## src/rtl/body_ram_arbiter_pkg.sv

```systemverilog
// Shared types and helpers for the snake-body RAM arbiter: FSM encodings,
// read-return tag bit positions and segment word pack/unpack.
package body_ram_arbiter_pkg;

    localparam int SegXBits = 6;
    localparam int SegYBits = 5;
    localparam int SegBits  = SegYBits + SegXBits;

    typedef enum logic [1:0] {
        ARB      = 2'd0,
        LOCKED   = 2'd1,
        COOLDOWN = 2'd2
    } arbState_t;

    localparam int RdVga  = 0;
    localparam int RdGame = 1;
    localparam int RdFood = 2;

    function automatic logic [SegBits-1:0] packSegment(input logic [SegYBits-1:0] y,
                                                       input logic [SegXBits-1:0] x);
        return {y, x};
    endfunction

    function automatic logic [SegXBits-1:0] segmentX(input logic [SegBits-1:0] word);
        return word[SegXBits-1:0];
    endfunction

    function automatic logic [SegYBits-1:0] segmentY(input logic [SegBits-1:0] word);
        return word[SegBits-1:SegXBits];
    endfunction

endpackage

```

## src/rtl/body_arb_priority.sv

```systemverilog
// Combinational winner select for the body RAM: at most one grant per cycle,
// derived from the live requests and the arbiter's registered state.
module body_arb_priority
    import body_ram_arbiter_pkg::*;
(
    input  logic      arbEnable,
    input  arbState_t state,
    input  logic      vgaReq,
    input  logic      gameReq,
    input  logic      foodReq,
    input  logic      rrGame,
    input  logic      foodStarved,
    input  logic      gameBlocked,
    input  logic      lockExpired,
    output logic      vgaGnt,
    output logic      gameGnt,
    output logic      foodGnt
);

    logic gameEligible;

    always_comb begin
        vgaGnt       = 1'b0;
        gameGnt      = 1'b0;
        foodGnt      = 1'b0;
        // Game sits out the cooldown cycle and any cycle it keeps holding a broken lock.
        gameEligible = gameReq && !gameBlocked && (state != COOLDOWN);
        if (arbEnable) begin
            if (state == LOCKED) begin
                gameGnt = gameReq && !lockExpired;
            end else if (vgaReq) begin
                vgaGnt = 1'b1;
            end else if (foodReq && foodStarved) begin
                foodGnt = 1'b1;
            end else if (gameEligible && (rrGame || !foodReq)) begin
                gameGnt = 1'b1;
            end else begin
                foodGnt = foodReq;
            end
        end
    end

endmodule

```

## src/rtl/body_ram_arbiter.sv

```systemverilog
// Single-port snake-body RAM arbiter for VGA, Game and Food requesters.
// Optional grant/timeout statistics counters are built when BODY_ARB_STATS_EN is defined.
module body_ram_arbiter
    import body_ram_arbiter_pkg::*;
#(
    parameter int NUM_PIECES   = 64,
    parameter int ADDR_BITS    = $clog2(NUM_PIECES),
    parameter int DATA_BITS    = SegBits,
    parameter int MAX_LOCK     = 16,
    parameter int STARVE_LIMIT = 4
) (
    input  logic                 Clock,
    input  logic                 Reset,
    input  logic                 VgaReq,
    input  logic [ADDR_BITS-1:0] VgaAddr,
    output logic                 VgaGnt,
    input  logic                 GameReq,
    input  logic                 GameWe,
    input  logic                 GameLock,
    input  logic [ADDR_BITS-1:0] GameAddr,
    input  logic [DATA_BITS-1:0] GameWData,
    output logic                 GameGnt,
    output logic                 LockTimeout,
    input  logic                 FoodReq,
    input  logic [ADDR_BITS-1:0] FoodAddr,
    output logic                 FoodGnt,
    output logic [DATA_BITS-1:0] RdData,
    output logic [2:0]           RdValid,
    output logic [ADDR_BITS-1:0] RamAddr,
    output logic                 RamWe,
    output logic [DATA_BITS-1:0] RamWData,
`ifdef BODY_ARB_STATS_EN
    output logic [15:0]          VgaGrantCount,
    output logic [15:0]          GameGrantCount,
    output logic [15:0]          FoodGrantCount,
    output logic [15:0]          LockTimeoutCount,
`endif
    input  logic [DATA_BITS-1:0] RamRData
);

    localparam int LockCntBits = $clog2(MAX_LOCK + 1);
    localparam int StarveBits  = $clog2(STARVE_LIMIT + 1);

    arbState_t              state;
    arbState_t              nextState;
    logic [LockCntBits-1:0] lockCnt;
    logic [LockCntBits-1:0] nextLockCnt;
    logic [StarveBits-1:0]  starveCnt;
    logic                   rrGame;
    logic                   lockHold;
    logic [2:0]             rdTag_p0;
    logic [2:0]             rdTag_p1;

    logic vgaGnt;
    logic gameGnt;
    logic foodGnt;
    logic lockExpired;
    logic foodStarved;
    logic gameBlocked;

    assign lockExpired = (state == LOCKED) && GameLock && (lockCnt == LockCntBits'(MAX_LOCK));
    assign foodStarved = (starveCnt >= StarveBits'(STARVE_LIMIT));
    assign gameBlocked = lockHold && GameLock;

    body_arb_priority uPriority (
        .arbEnable   (!Reset),
        .state       (state),
        .vgaReq      (VgaReq),
        .gameReq     (GameReq),
        .foodReq     (FoodReq),
        .rrGame      (rrGame),
        .foodStarved (foodStarved),
        .gameBlocked (gameBlocked),
        .lockExpired (lockExpired),
        .vgaGnt      (vgaGnt),
        .gameGnt     (gameGnt),
        .foodGnt     (foodGnt)
    );

    assign VgaGnt      = vgaGnt;
    assign GameGnt     = gameGnt;
    assign FoodGnt     = foodGnt;
    assign LockTimeout = lockExpired;

    // Stage p0: RAM request mux and read tag for the granted requester
    always_comb begin
        RamAddr  = '0;
        RamWData = '0;
        RamWe    = 1'b0;
        rdTag_p0 = '0;
        if (vgaGnt) begin
            RamAddr         = VgaAddr;
            rdTag_p0[RdVga] = 1'b1;
        end else if (gameGnt) begin
            RamAddr          = GameAddr;
            RamWData         = GameWData;
            RamWe            = GameWe;
            rdTag_p0[RdGame] = !GameWe;
        end else if (foodGnt) begin
            RamAddr          = FoodAddr;
            rdTag_p0[RdFood] = 1'b1;
        end
    end

    always_comb begin
        nextState   = state;
        nextLockCnt = lockCnt;
        case (state)
            ARB: begin
                if (gameGnt && GameLock) begin
                    nextState   = LOCKED;
                    nextLockCnt = LockCntBits'(1);
                end
            end
            LOCKED: begin
                if (!GameLock) begin
                    nextState   = ARB;
                    nextLockCnt = '0;
                end else if (lockExpired) begin
                    nextState   = COOLDOWN;
                    nextLockCnt = '0;
                end else begin
                    nextLockCnt = lockCnt + LockCntBits'(1);
                end
            end
            COOLDOWN: nextState = ARB;
            default: begin
                nextState   = ARB;
                nextLockCnt = '0;
            end
        endcase
    end

    always_ff @(posedge Clock or posedge Reset) begin
        if (Reset) begin
            state     <= ARB;
            lockCnt   <= '0;
            starveCnt <= '0;
            rrGame    <= 1'b1;
            lockHold  <= 1'b0;
            rdTag_p1  <= '0;
        end else begin
            state    <= nextState;
            lockCnt  <= nextLockCnt;
            rdTag_p1 <= rdTag_p0;
            if (!FoodReq || foodGnt) begin
                starveCnt <= '0;
            end else if (!foodStarved) begin
                starveCnt <= starveCnt + StarveBits'(1);
            end
            if (gameGnt) begin
                rrGame <= 1'b0;
            end else if (foodGnt) begin
                rrGame <= 1'b1;
            end
            // A broken lock stays latched until Game lets go of GameLock.
            if (lockExpired) begin
                lockHold <= 1'b1;
            end else if (!GameLock) begin
                lockHold <= 1'b0;
            end
        end
    end

    // Stage p1: RAM data returns one cycle after the grant, tagged by requester
    assign RdValid = rdTag_p1;
    assign RdData  = (|rdTag_p1) ? RamRData : '0;

`ifdef BODY_ARB_STATS_EN
    logic [15:0] vgaCount;
    logic [15:0] gameCount;
    logic [15:0] foodCount;
    logic [15:0] timeoutCount;

    always_ff @(posedge Clock or posedge Reset) begin
        if (Reset) begin
            vgaCount     <= '0;
            gameCount    <= '0;
            foodCount    <= '0;
            timeoutCount <= '0;
        end else begin
            if (vgaGnt && (vgaCount != 16'hFFFF)) begin
                vgaCount <= vgaCount + 16'd1;
            end
            if (gameGnt && (gameCount != 16'hFFFF)) begin
                gameCount <= gameCount + 16'd1;
            end
            if (foodGnt && (foodCount != 16'hFFFF)) begin
                foodCount <= foodCount + 16'd1;
            end
            if (lockExpired && (timeoutCount != 16'hFFFF)) begin
                timeoutCount <= timeoutCount + 16'd1;
            end
        end
    end

    assign VgaGrantCount    = vgaCount;
    assign GameGrantCount   = gameCount;
    assign FoodGrantCount   = foodCount;
    assign LockTimeoutCount = timeoutCount;
`endif

endmodule

```

## config.mk

```make
export PLATFORM = sky130hd
export DESIGN_NAME = body_ram_arbiter
export DESIGN_NICKNAME = d
export VERILOG_FILES = /design/src/rtl/body_ram_arbiter_pkg.sv /design/src/rtl/body_arb_priority.sv /design/src/rtl/body_ram_arbiter.sv
export SDC_FILE = /design/constraint.sdc
export NUM_CORES = 1
export LEC_CHECK = 0
export CAP_MARGIN = 15
export CORE_AREA = 2 2 53 67
export CTS_CLUSTER_SIZE = 16
export DETAILED_ROUTE_END_ITERATION = 8
export DIE_AREA = 0 0 55 69
export PLACE_DENSITY_LB_ADDON = 0.05
export SYNTH_ARGS = -nofsm -noshare
export SYNTH_HDL_FRONTEND = slang
export SYNTH_SLANG_ARGS = --single-unit
```

## constraint.sdc

```tcl
create_clock -name Clock -period 2.7 [get_ports Clock]
set_clock_uncertainty 0.1 [all_clocks]
set_input_delay 0.27 -clock Clock [delete_from_list [all_inputs] [get_ports Clock]]
set_output_delay 0.27 -clock Clock [all_outputs]
set_load 0.05 [all_outputs]
```

==> results of run 1 <==
## synthesized netlist by cell type, types with 3 or more instances
library cell	instances	area, sq um
inv_1	6	22.52
dfrtp_1	14	350.3
ha_1	4	50.05
a21o_1	3	22.52
nand2_1	7	26.28
a21oi_1	4	20.02
nor2b_1	12	75.07
a221o_1	6	60.06
and3_1	8	50.05
and2_1	14	87.58
nor2_1	3	11.26
nand2b_1	4	25.02
## logic make-up after synthesis
kind of cell,share of synthesized area [%]
xor+xnor,0.7947
compound gates,19.41
fa+ha+maj,4.540
buf+inv,4.767
flops,34.17
simple gates,36.32
## sequential cells by signal, indices dropped and copies added (netlist names)
name and flops:
state 2, lockHold 1, RdValid 3, starveCnt 3
lockCnt 5, rrGame 1
## cell type report
type / count / area [sq um]
clock buffer: 3 / 41.29
clock inverter: 1 / 5.005
fill: 250 / 949.7
inverter: 6 / 22.52
multi-input combinational: 92 / 683.2
sequential: 15 / 376.6
tap: 37 / 46.29
timing repair buffer: 85 / 1041
## cells in the final DEF, fill, tap and decap left out, types with 4 or more instances in the layout
master and count:
inv_1 6, nand2_1 7, a21oi_1 4, buf_12 20
nor2b_1 12, clkdlybuf4s50_1 61, nand2b_1 4, buf_4 4
and2_1 14, and3_1 8, dfrtp_1 14, a221o_1 6
ha_1 4
## metrics by stage
step / util, % / worst slack (ns) / instance area, sq um
after CTS: 69.68 / 0.09328 / 2206
after global routing: 70.00 / 0.05848 / 2216
final: 70.00 / 0.1521 / 2216
after floorplan: - / 0.2796 / 1102
after detailed placement: 68.22 / 0.1154 / 2160
after global placement: 68.22 / 0.1764 / 2160
## power groups by stage
stage               registers, W  clock network (W)  logic (W)
global route            0.000294           0.000196   0.000481
floorplan               0.000291                  0   0.000241
finish                  0.000289           0.000187   0.000453
detailed placement      0.000292                  0   0.000454
global placement        0.000289                  0   0.000440
CTS                     0.000288           0.000187   0.000455
## layer usage
metal  track usage, %  share of wire (%)  vias to the layer above
met5                0                  0                        -
met4            3.252               0.60                        0
met1            21.78                 37                      563
li1                 -                  -                      583
met3            4.329                5.5                        2
met2            38.49                 57                       43
## final timing paths
check                      slack [ns]       start  cells past startpoint          to
max                              0.15  lockCnt[0]                      7  RamAddr[1]
max reg2reg                      0.88    state[0]                      4  RdValid[1]
min reg2reg                      0.42    lockHold                      1    lockHold
max in group asynchronous        1.61       Reset                      2  RdValid[1]
min in group asynchronous        0.50       Reset                      2  RdValid[0]
min                              0.42    lockHold                      1    lockHold
## worst reg2reg max path, cell delays in order, from the launching register on
cell	delay, ns
dfrtp_1	0.45
and2b_4	0.24
a2111oi_4	0.41
a41o_4	0.42
and2b_1	0.15
==> metrics.txt, run 1 <==
status=finished clean; wire length reported by the detailed router=3.663 mm; H-tree Lvls=1; Vias=1191; mean post-synth cell area=9.421 sq um; final cycle utilization of the critical path=94.37%; number of sinks on the clock net=15; cell count after synthesis=117; count of standard-cell rows=23; cell leakage power=0.9787 nW; top achievable clock speed=0.3925 GHz; detailed placer's ending HPWL=3.111 mm; FFs w/ async S/R, synth=100.0%; number of hold violations in the final report=0; Detailed Routing Iterations Pass 1=4; # diodes=0; Die Area=0.003795 sq mm; height of the die=69 um; number of buffers inserted by hold repair at cts=0; max-cap violation count=0; share of layout cells above drive strength 1=17.82%; cell family with most CP delay=compound AO/OA/AOI/OAI gates; wire length of the first global-routing pass=5.754 mm; proportion of power drawn by combinational gates=48.8%; internal power=0.0005813 W; critical path cell sequence=inv_1 -> ha_1 -> and4bb_2 -> a21oi_1 -> a41o_4 -> a221o_1 -> buf_12; Post-Place Cells=235; endpoint required time on the critical path=2.33 ns; number of register bits inferred by synthesis=15; count of boundary I/O pins=83; combined buffer and inverter count along the critical path=2; main flop type after synthesis=dfrtp_1; fraction of power spent switching nets=37.38%; master cell of the clock root buffer=clkbuf_8; Clock Pin Slew Worst Setup and Hold Paths=0.06 ns; ANT nets after route=0; post-synthesis sequential area ratio=34.17%; layout-stage area growth over the synthesis result=101.0%; clock share of power=20.1%; CTS tree=yes; largest fanout on the critical path=21; maximum clock insertion buffer count=2; worst hold slack=0.4207 ns; overall fraction of global-route tracks in use=20.28%; number of enable flip-flop cells after synthesis=0; total CTS buffers=3; vias per cell=4.983; Pins Over Slew Limit=0; Layout Nets=254; CP max stage delay=0.43 ns; number of port buffers=82; HP Class=flip-flop to flip-flop; pin count of the biggest net entering global routing=22; # Post-CTS Setup Buffers=0; setup repair after global routing missed its margin=false; RD Place Congestion=0.8161; Mapped Nets=168; Netlist Area Pre-Place=0.001102 sq mm; startpoint class of the critical path=flip-flop; portion of total power attributed to sequential cells=31.1%; total power draw=0.0009282 W; pin slew with the least headroom to its limit=0.6008 ns; post-cts gate resize count=0; Final Critical Period=2.548 ns; violation count after the first detailed-route iteration=20; type of destination of the critical path=primary output; final sum of negative setup slack=0 ns; vias in the first global route=1230; area of the placeable core=0.003166 sq mm; Die Span X=55 um; Worst VDD drop=389.6 uV; post-route insts no fill=239; number of unique standard cell types used by synthesis=37; clock latency reported for the late side of the worst-skew pair=0.25 ns; wire length per cell=15.33 um; CP max-delay cell=dfrtp_1; arrival time reported for the critical path endpoint=2.18 ns; count of yosys warnings during synthesis=0; Remaining Overflow, GRT=0; Sw Pwr=0.0003470 W; Crit Path Class=flip-flop to primary output; antenna violations before repair=0; areal power density over the cells=418.9 mW/mm^2; initial cell density of the core=34.82%; remaining max-slew budget at the tightest pin=59.90%; number of setup violations in the final report=0; number of remaining DRC errors=0
No activity file was read; power rests on OpenSTA's default activity.
==> inputs of run 2 (changes only) <==
GPL_TIMING_DRIVEN = 1   (was not set)
==> results of run 2 <==
Same layout as run 1: the final DEF is identical, and so are final timing and power.
